===== config.mk =====
export PLATFORM = sky130hd
export DESIGN_NAME = ps2_dev_tx_queue
export DESIGN_NICKNAME = d
export VERILOG_FILES = /design/src/rtl/ps2_pkg.sv /design/src/rtl/ps2_byte_fifo.sv /design/src/rtl/ps2_dev_tx_queue.sv
export SDC_FILE = /design/constraint.sdc
export NUM_CORES = 1
export LEC_CHECK = 0
export CORE_MARGIN = 5
export CORE_UTILIZATION = 50
export DETAILED_ROUTE_END_ITERATION = 16
export PLACE_DENSITY = 0.76
export RECOVER_POWER = 25
export SLEW_MARGIN = 25
export SYNTH_ARGS = -nofsm -noshare
export SYNTH_HDL_FRONTEND = slang
export SYNTH_SLANG_ARGS = --single-unit

===== constraint.sdc =====
create_clock -name clk -period 7.15 [get_ports clk]
set_input_delay 1.7875 -clock clk [delete_from_list [all_inputs] [get_ports clk]]
set_output_delay 1.7875 -clock clk [all_outputs]
set_load 0.01 [all_outputs]

===== src/rtl/ps2_pkg.sv =====
// Shared PS/2 definitions: controller states, frame geometry, payload type and
// frame/parity helpers used by the device- and host-side models.
package ps2_pkg;

    typedef enum logic [2:0] {
        IDLE,
        WAIT_BUS,
        SEND,
        INHIBIT,
        GAP
    } ps2_state_t;

    localparam int unsigned FRAME_BITS = 11;
    localparam int unsigned BIT_IDX_W  = 4;

    typedef struct packed {
        logic       perr;
        logic [7:0] data;
    } tx_entry_t;

    function automatic logic odd_parity(input logic [7:0] data);
        return ~^data;
    endfunction

    // Frame in wire order from bit 0: start, data LSB first, parity, stop.
    function automatic logic [FRAME_BITS-1:0] build_frame(input logic [7:0] data, input logic perr);
        return {1'b1, odd_parity(data) ^ perr, data, 1'b0};
    endfunction

endpackage


===== src/rtl/ps2_byte_fifo.sv =====
// Synchronous FIFO with occupancy count; head entry is visible combinationally.
module ps2_byte_fifo #(
    parameter int unsigned WIDTH = 9,
    parameter int unsigned DEPTH = 8,
    parameter int unsigned CW    = $clog2(DEPTH + 1)
) (
    input  logic             clk,
    input  logic             reset,
    input  logic             wr_en,
    input  logic [WIDTH-1:0] wr_data,
    input  logic             rd_en,
    output logic [WIDTH-1:0] head_c,
    output logic [CW-1:0]    count
);

    localparam int unsigned AW = (DEPTH > 1) ? $clog2(DEPTH) : 1;

    logic [WIDTH-1:0] mem [DEPTH];
    logic [AW-1:0]    wr_ptr;
    logic [AW-1:0]    rd_ptr;
    logic             do_wr;
    logic             do_rd;

    assign do_wr  = wr_en && (count != CW'(DEPTH));
    assign do_rd  = rd_en && (count != '0);
    assign head_c = mem[rd_ptr];

    always_ff @(posedge clk) begin
        if (reset) begin
            wr_ptr <= '0;
            rd_ptr <= '0;
            count  <= '0;
        end else begin
            if (do_wr) wr_ptr <= wr_ptr + AW'(1);
            if (do_rd) rd_ptr <= rd_ptr + AW'(1);
            case ({do_wr, do_rd})
                2'b10:   count <= count + CW'(1);
                2'b01:   count <= count - CW'(1);
                default: count <= count;
            endcase
        end
    end

    always_ff @(posedge clk) begin
        if (do_wr) mem[wr_ptr] <= wr_data;
    end

endmodule


===== src/rtl/ps2_dev_tx_queue.sv =====
// PS/2 device-side transmitter: queues scan codes and serialises them as
// 11-bit open-drain frames, backing off and retrying when the host inhibits.
module ps2_dev_tx_queue
    import ps2_pkg::*;
#(
    parameter int unsigned CLK_HALF   = 4,
    parameter int unsigned GAP_CYC    = 8,
    parameter int unsigned HOLDOFF    = 8,
    parameter int unsigned FIFO_DEPTH = 8,
    parameter int unsigned CW         = $clog2(FIFO_DEPTH + 1)
) (
    input  logic          clk,
    input  logic          reset,
    input  logic          wr_valid,
    output logic          wr_ready,
    input  logic [7:0]    wr_data,
    input  logic          wr_perr,
    inout  wire           ps2_clk,
    inout  wire           ps2_dat,
    output logic          busy,
    output logic          byte_sent,
    output logic          byte_aborted,
    output logic [CW-1:0] fifo_count
);

    localparam int unsigned PERIOD = 2 * CLK_HALF;
    localparam int unsigned PW     = $clog2(PERIOD);
    localparam int unsigned HW     = $clog2(HOLDOFF + 1);
    localparam int unsigned GW     = $clog2(GAP_CYC + 1);

    ps2_state_t              state, state_n;
    logic [PW-1:0]           phase, phase_n;
    logic [BIT_IDX_W-1:0]    bit_idx, bit_n;
    logic [HW-1:0]           hold_cnt, hold_n;
    logic [GW-1:0]           gap_cnt, gap_n;
    logic                    clk_low, clk_low_n;
    logic                    dat_low, dat_low_n;
    logic                    sent_n, aborted_n, busy_n, ready_n;
    logic [CW-1:0]           count_n;
    tx_entry_t               head;
    logic [FRAME_BITS-1:0]   frame;
    logic                    line_clk, line_dat, bus_high;
    logic                    wr_fire, pop, frame_end, inhibit;

    pullup (ps2_clk);
    pullup (ps2_dat);
    assign ps2_clk  = clk_low ? 1'b0 : 1'bz;
    assign ps2_dat  = dat_low ? 1'b0 : 1'bz;
    assign line_clk = ps2_clk;
    assign line_dat = ps2_dat;
    assign bus_high = line_clk && line_dat;

    assign wr_fire = wr_valid && wr_ready;
    assign pop     = byte_sent && (fifo_count != '0);
    assign count_n = fifo_count + CW'(wr_fire) - CW'(pop);

    ps2_byte_fifo #(
        .WIDTH ($bits(tx_entry_t)),
        .DEPTH (FIFO_DEPTH),
        .CW    (CW)
    ) u_fifo (
        .clk     (clk),
        .reset   (reset),
        .wr_en   (wr_fire),
        .wr_data ({wr_perr, wr_data}),
        .rd_en   (byte_sent),
        .head_c  (head),
        .count   (fifo_count)
    );

    assign frame     = build_frame(head.data, head.perr);
    assign frame_end = (state == SEND) && (phase == PW'(PERIOD - 1))
                       && (bit_idx == BIT_IDX_W'(FRAME_BITS - 1));
    // Host may only abort while our clock is released, and never during the stop bit.
    assign inhibit   = (state == SEND) && (phase < PW'(CLK_HALF)) && !line_clk
                       && (bit_idx < BIT_IDX_W'(FRAME_BITS - 1));

    always_ff @(posedge clk) begin
        if (reset) state <= IDLE;
        else       state <= state_n;
    end

    always_comb begin
        state_n = state;
        case (state)
            IDLE:     if (fifo_count != '0) state_n = WAIT_BUS;
            WAIT_BUS: if (bus_high && (hold_cnt == HW'(HOLDOFF - 1))) state_n = SEND;
            SEND: begin
                if (inhibit)        state_n = INHIBIT;
                else if (frame_end) state_n = GAP;
            end
            INHIBIT:  if (line_clk) state_n = WAIT_BUS;
            GAP: begin
                if (gap_cnt == GW'(GAP_CYC - 1)) state_n = (count_n != '0) ? WAIT_BUS : IDLE;
            end
            default:  state_n = IDLE;
        endcase
    end

    always_comb begin
        phase_n   = phase;
        bit_n     = bit_idx;
        hold_n    = '0;
        gap_n     = '0;
        sent_n    = 1'b0;
        aborted_n = 1'b0;
        case (state)
            WAIT_BUS: begin
                hold_n  = bus_high ? hold_cnt + HW'(1) : '0;
                phase_n = '0;
                bit_n   = '0;
            end
            SEND: begin
                if (inhibit)                        aborted_n = 1'b1;
                else if (frame_end)                 sent_n    = 1'b1;
                else if (phase == PW'(PERIOD - 1)) begin
                    phase_n = '0;
                    bit_n   = bit_idx + BIT_IDX_W'(1);
                end else                            phase_n   = phase + PW'(1);
            end
            GAP:     gap_n = gap_cnt + GW'(1);
            default: ;
        endcase
        // Line drives are registered from the upcoming phase so they change on clean edges.
        clk_low_n = (state_n == SEND) && (phase_n >= PW'(CLK_HALF));
        dat_low_n = 1'b0;
        if (state_n == SEND)
            dat_low_n = (phase_n == PW'(CLK_HALF / 2)) ? ~frame[bit_n] : dat_low;
        busy_n  = (state_n != IDLE) || (count_n != '0);
        ready_n = (count_n != CW'(FIFO_DEPTH));
    end

    always_ff @(posedge clk) begin
        if (reset) begin
            phase        <= '0;
            bit_idx      <= '0;
            hold_cnt     <= '0;
            gap_cnt      <= '0;
            clk_low      <= 1'b0;
            dat_low      <= 1'b0;
            byte_sent    <= 1'b0;
            byte_aborted <= 1'b0;
            busy         <= 1'b0;
            wr_ready     <= 1'b1;
        end else begin
            phase        <= phase_n;
            bit_idx      <= bit_n;
            hold_cnt     <= hold_n;
            gap_cnt      <= gap_n;
            clk_low      <= clk_low_n;
            dat_low      <= dat_low_n;
            byte_sent    <= sent_n;
            byte_aborted <= aborted_n;
            busy         <= busy_n;
            wr_ready     <= ready_n;
        end
    end

endmodule


* Yosys cells after proc, flatten, opt, wreduce, memory -nomap -nowiden
Cells that the tools add are included.
Widths: inputs -> output; s select.
** Cells by class
- Add/subtract/negate cells :: 8
- Equal/unequal tests :: 14
- Multiplexer cells :: 14
- Bitwise gates (word level) :: 3
- Reduce and logical (&&, ||, !) cells :: 17
** Operators by type and width (count)
- $mux 3 :: 6
- $add 4x1->4 const B :: 4
- $pmux 4 s2 :: 2
- $pmux 3 s5 :: 1
- $eq 4x3->1 const B :: 2
- $mux 4 :: 2
- $ne 4x4->1 const B :: 2
- $reduce_bool 4->1 :: 2
- $eq 3x2->1 const B :: 2
- $eq 3x3->1 const B :: 2
- $pmux 3 s2 :: 1
- $reduce_or 2->1 :: 3
- $logic_and 1x1->1 :: 5
- $add 4x1->4 :: 1
- $eq 4x4->1 const B :: 1
- $reduce_bool 2->1 :: 2
- $sub 4x1->4 :: 1
- $sub 4x1->4 const B :: 1
- $add 3x1->3 const B :: 1
- $eq 3x1->1 const B :: 1
- $logic_not 3->1 :: 1
- $not 1->1 :: 3
- $reduce_and 3->1 :: 1
- $reduce_bool 3->1 :: 1
- 7 further kinds :: 8
** Word-level totals
- Register bits :: 25
- Input port bits :: 12
- Logic and storage cells :: 65

* Logic depth before layout (Yosys ltp)
- Word-level depth :: 9
- Depth in mapped cells :: 13
- Gate-level depth less buffers :: 13

* Cells and area by module
A second synthesis with hierarchy kept.
** Unflattened totals
- Cell total of the unflattened synthesis :: 303
- Area, all modules :: 4549.4 um2
** Modules (own cells, without submodules)
- ps2_byte_fifo :: times used 1, cells each 176, area each 3419.5 um2
- ps2_dev_tx_queue :: times used 1, cells each 127, area each 1129.8 um2

* Least setup slack after synthesis
No wires, ideal clock.
- Path type :: in2reg
- From :: input port wr_valid
- To :: register u_fifo.count[3]
- Arrival :: 3.338 ns
- Slack :: 3.742 ns
- Stages on the path :: 8
- Buffers on the path :: 0
- Path through :: nand2_1 > a21o_1 > ha_1 > ha_1 > a21oi_1 > a21oi_1 > or4_1 > a21oi_1
** Between the ends
- Longest elaborated chain between the ends :: 4
- Elaborated cells on any way between the ends :: 6
** RTL lines
- from (decl) :: RTL line ps2_dev_tx_queue.sv:14 : input logic wr_valid,
- $logic_and 1x1->1 * :: RTL line ps2_dev_tx_queue.sv:53 : assign wr_fire = wr_valid && wr_ready;
- $logic_and 1x1->1 * :: RTL line ps2_byte_fifo.sv:24 : assign do_wr = wr_en && (count != CW'(DEPTH));
- $eq 2x1->1 / $eq 2x2->1 (equally long branches) :: RTL line ps2_byte_fifo.sv:36 : case ({do_wr, do_rd})
- $pmux 4 s2 / $reduce_bool 2->1 (equally long branches)
- to (signal assigned) :: RTL line ps2_byte_fifo.sv:37 : 2'b10: count <= count + CW'(1);
- to (signal assigned) :: RTL line ps2_byte_fifo.sv:38 : 2'b01: count <= count - CW'(1);
- to (signal assigned) :: RTL line ps2_byte_fifo.sv:39 : default: count <= count;
- to (decl) :: RTL line ps2_byte_fifo.sv:13 : output logic [CW-1:0] count
Every way passes the cells marked *; elsewhere a longest branch is shown, timed or not.
A chain may end at the register's enable or synchronous reset.

* Worst setup path after layout
- From :: input port wr_valid
- To :: register state[0]
** Between the ends
- Longest elaborated chain between the ends :: 7
** RTL lines
- $logic_and 1x1->1 :: RTL line ps2_dev_tx_queue.sv:53
- $add 4x1->4 :: RTL line ps2_dev_tx_queue.sv:55 : assign count_n = fifo_count + CW'(wr_fire) - CW'(pop);
- $sub 4x1->4 :: RTL line ps2_dev_tx_queue.sv:55
- $reduce_bool 4->1 :: RTL line ps2_dev_tx_queue.sv:94 : if (gap_cnt == GW'(GAP_CYC - 1)) state_n = (count_n != '0) ? WAIT_BUS : IDLE;
- $mux 1 :: RTL line ps2_dev_tx_queue.sv:94
- $mux 3 :: RTL line ps2_dev_tx_queue.sv:94
- $pmux 3 s5 :: RTL line ps2_dev_tx_queue.sv:85 : case (state)
- to (signal assigned) :: RTL line ps2_dev_tx_queue.sv:80 : else state <= state_n;
- to (decl) :: RTL line ps2_dev_tx_queue.sv:31 : ps2_state_t state, state_n;
No other way between the ends.

==> impl_metrics.toml <==
[grt]
antenna_found_initial = 0
grt_max_degree = 19
grt_pass1_wl_mm = 4.14
grt_util_all_layers_pct = 12.6
grt_pass1_vias = 1002
overflow = 0

[setup_path]
ff2ff_setup_slack_ns = 4.49
path_cells = "clkdlybuf4s50_1 > nand2_1 > ha_1 > inv_1 > ha_1 > inv_1 > fa_1 > xor2_1 > nand3b_1 > nor3_1 > o32ai_1"
crit_slowest_cell = "clkdlybuf4s50_1"
cp_max_fo = 2
worstSetupStartpointType = "primary input"
r2r-end = "state[0]$_SDFF_PP0_"
crit_path_start = "wr_valid"
cp.required_ns = 7.34
crit_path_end_kind = "flop"
critPathKind = "in2reg"
cp.arrival_ns = 3.91
rr_worst_depth = 13
rr_startpoint = "u_fifo.count[2]$_SDFFE_PP0P_"
crit_path_end = "state[0]$_SDFF_PP0_"
worst_path_largest_cell_delay_ns = 0.47

[logic_synthesis]
synth_edf_count = 0
async_flop_share_pct = 0
synth_seq_area_share_pct = 36.4
synthTopCellsByArea = "dfxtp_1, ha_1, nor2_1"
synth-main-ff-cell = "dfxtp_1"
yosysUniqueCellTypes = 38
syn_area_sq_um = 1380
syn-instance-count = 159
synth_area_per_cell_sq_um = 8.66
yosysWarnings = 2
yosysTopAreaCellShare_pct = 36.4
yosysTopAreaCell = "dfxtp_1"
synth_seq_cells = 25

[min_path]
hp-class = "reg2reg"
hp-start = "hold_cnt[0]$_SDFF_PP0_"

[clock_tree]
cts_sinks = 25
insertion_delay_ns = 0.32
hold_buffers = 0
cts.repair.resized = 0
cts_tree = "yes"
cts-root-buf = "clkbuf_4"
clk_pin_slew_ns = 0.13
clock_path_buffers = 2
postCtsSetupRepairBufs = 0
cts-htree-levels = 1
cts_inserted_buffers = 3

[route]
vias = 1046
viasPerCell = 5.31
wirelength_mm = 2.40
wl_per_cell_um = 12.2
drc = 0
drt-initial-drc-count = 42
drtAntennaViolNets = 0
drtPass1Iterations = 2

[finish]
diodes = 0
fillCellCount = 249
layout_common_cells = "dfxtp_1, nor2_1, ha_1"
final_common_cell = "dfxtp_1"
nets = 196
area_growth_pct = 8.27
drive_gt1_share_pct = 3.61

[timing]
hold_viol = 0
relSlewSlack_pct = 59.5
setup_tns_ns = 0
hold-worst-slack_ns = 0.457
period_needed_ns = 3.72
fmax_mhz = 269
fin_crit_sh_pct = 52.0
worst_slew_pin_slew_ns = 0.605
slew_violations = 0
rsz0062_at_grt = "false"
setup_violations = 0
clock_skew_ns = 0.00657

[die]
die_area_sq_um = 3900
num_rows = 19
die_y_um = 62.5
start_util_pct = 51.2
die_w_um = 62.5
coreArea_sq_um = 2690
ioPinCount = 22

[power_and_ir_drop]
peakVddDrop_mv = 0.111
power.density_nw_per_um2 = 171
leakage_nw = 0.588

[placement]
port_buffers = 9
gp_congestion = 0.742
dp_hpwl_mm = 1.90

[status]
status = "complete, no violations"

[job]
maxCapViolations = 0
==> synth_stat cells, types with 3 or more instances <==
cell type,number
nand4_1,3
nor2_1,22
nand3_1,11
a21oi_1,11
ha_1,15
xor2_1,7
o21ai_0,6
nand2_1,5
dfxtp_1,25
inv_1,13
buf_4,4
==> kinds of logic (layout without fill, tap and decap cells) <==
logic type	Yosys count	count (layout)	share of synthesized area [%]
other cells	2	3	0.546
flops	25	25	36.4
buf+inv	20	26	6.55
xor+xnor	9	9	5.73
simple gates	60	60	22.9
fa+ha+maj	17	17	16.5
compound gates	26	26	11.4
==> per-stage QoR <==
| stage | instances | utilization [%] | instance area (sq um) | setup WS [ns] | total power, mW |
|---|---|---|---|---|---|
| final | 197 | 55.5 | 1490 | 3.43 | 0.255 |
| after global routing | 197 | 55.5 | 1490 | 3.32 | 0.271 |
| after CTS | 197 | 55.7 | 1500 | 3.43 | 0.259 |
| after detailed placement | 193 | 54.6 | 1470 | 3.09 | 0.198 |
| after global placement | 193 | 54.6 | 1470 | 3.19 | 0.195 |
| after floorplan | 160 | - | 1380 | 3.74 | 0.186 |
==> final cells by class <==
type / instances / area (sq um) / share of cell area, %
Sequential cell: 25 / 500 / 33.6
Clock buffer: 3 / 22.5 / 1.51
Clock inverter: 1 / 5.00 / 0.336
Inverter: 13 / 48.8 / 3.27
Multi-Input combinational cell: 115 / 785 / 52.6
Tap cell: 31 / 38.8 / 2.60
Timing Repair Buffer: 9 / 90.1 / 6.05
==> flip-flops by register name (all words and copies together) (netlist names) <==
register,flops
hold_cnt,4
state,3
bit_idx,4
byte_sent,1
gap_cnt,4
busy,1
phase,3
wr_ready,1
u_fifo.count,4
==> how the worst min path moves through the flow <==
stage	to	slack [ns]	cells after the start
after floorplan	gap_cnt[0]$_SDFF_PP0_	0.42	1
after global placement	gap_cnt[0]$_SDFF_PP0_	0.43	1
after detailed placement	gap_cnt[0]$_SDFF_PP0_	0.44	1
after CTS	hold_cnt[0]$_SDFF_PP0_	0.46	1
after global routing	hold_cnt[0]$_SDFF_PP0_	0.49	1
final	hold_cnt[0]$_SDFF_PP0_	0.46	1
==> power by group <==
| part | switching, mW | total, mW | internal (mW) |
|---|---|---|---|
| clock | 0.0402 | 0.0612 | 0.0209 |
| combinational | 0.0239 | 0.0442 | 0.0203 |
| sequential | 0.00597 | 0.150 | 0.144 |
| total | 0.0702 | 0.255 | 0.185 |
==> layer usage <==
metal  share of wire (%)  vias to the layer above  global-route usage, %
met5                   0                        -                      0
met4                 1.3                        0                   5.57
met3                 3.3                        4                   2.34
met2                  50                       12                   23.4
met1                  45                      473                   13.5
li1                    -                      557                      -
==> critical path: cells and delay by family <==
family	cells	cell delay [ns]
simple gates	3	0.43
compound gates	1	0.13
fa+ha+maj	3	0.81
buf+inv	3	0.59
xor+xnor	1	0.16
Note: power is estimated with default switching activity, not from simulation.
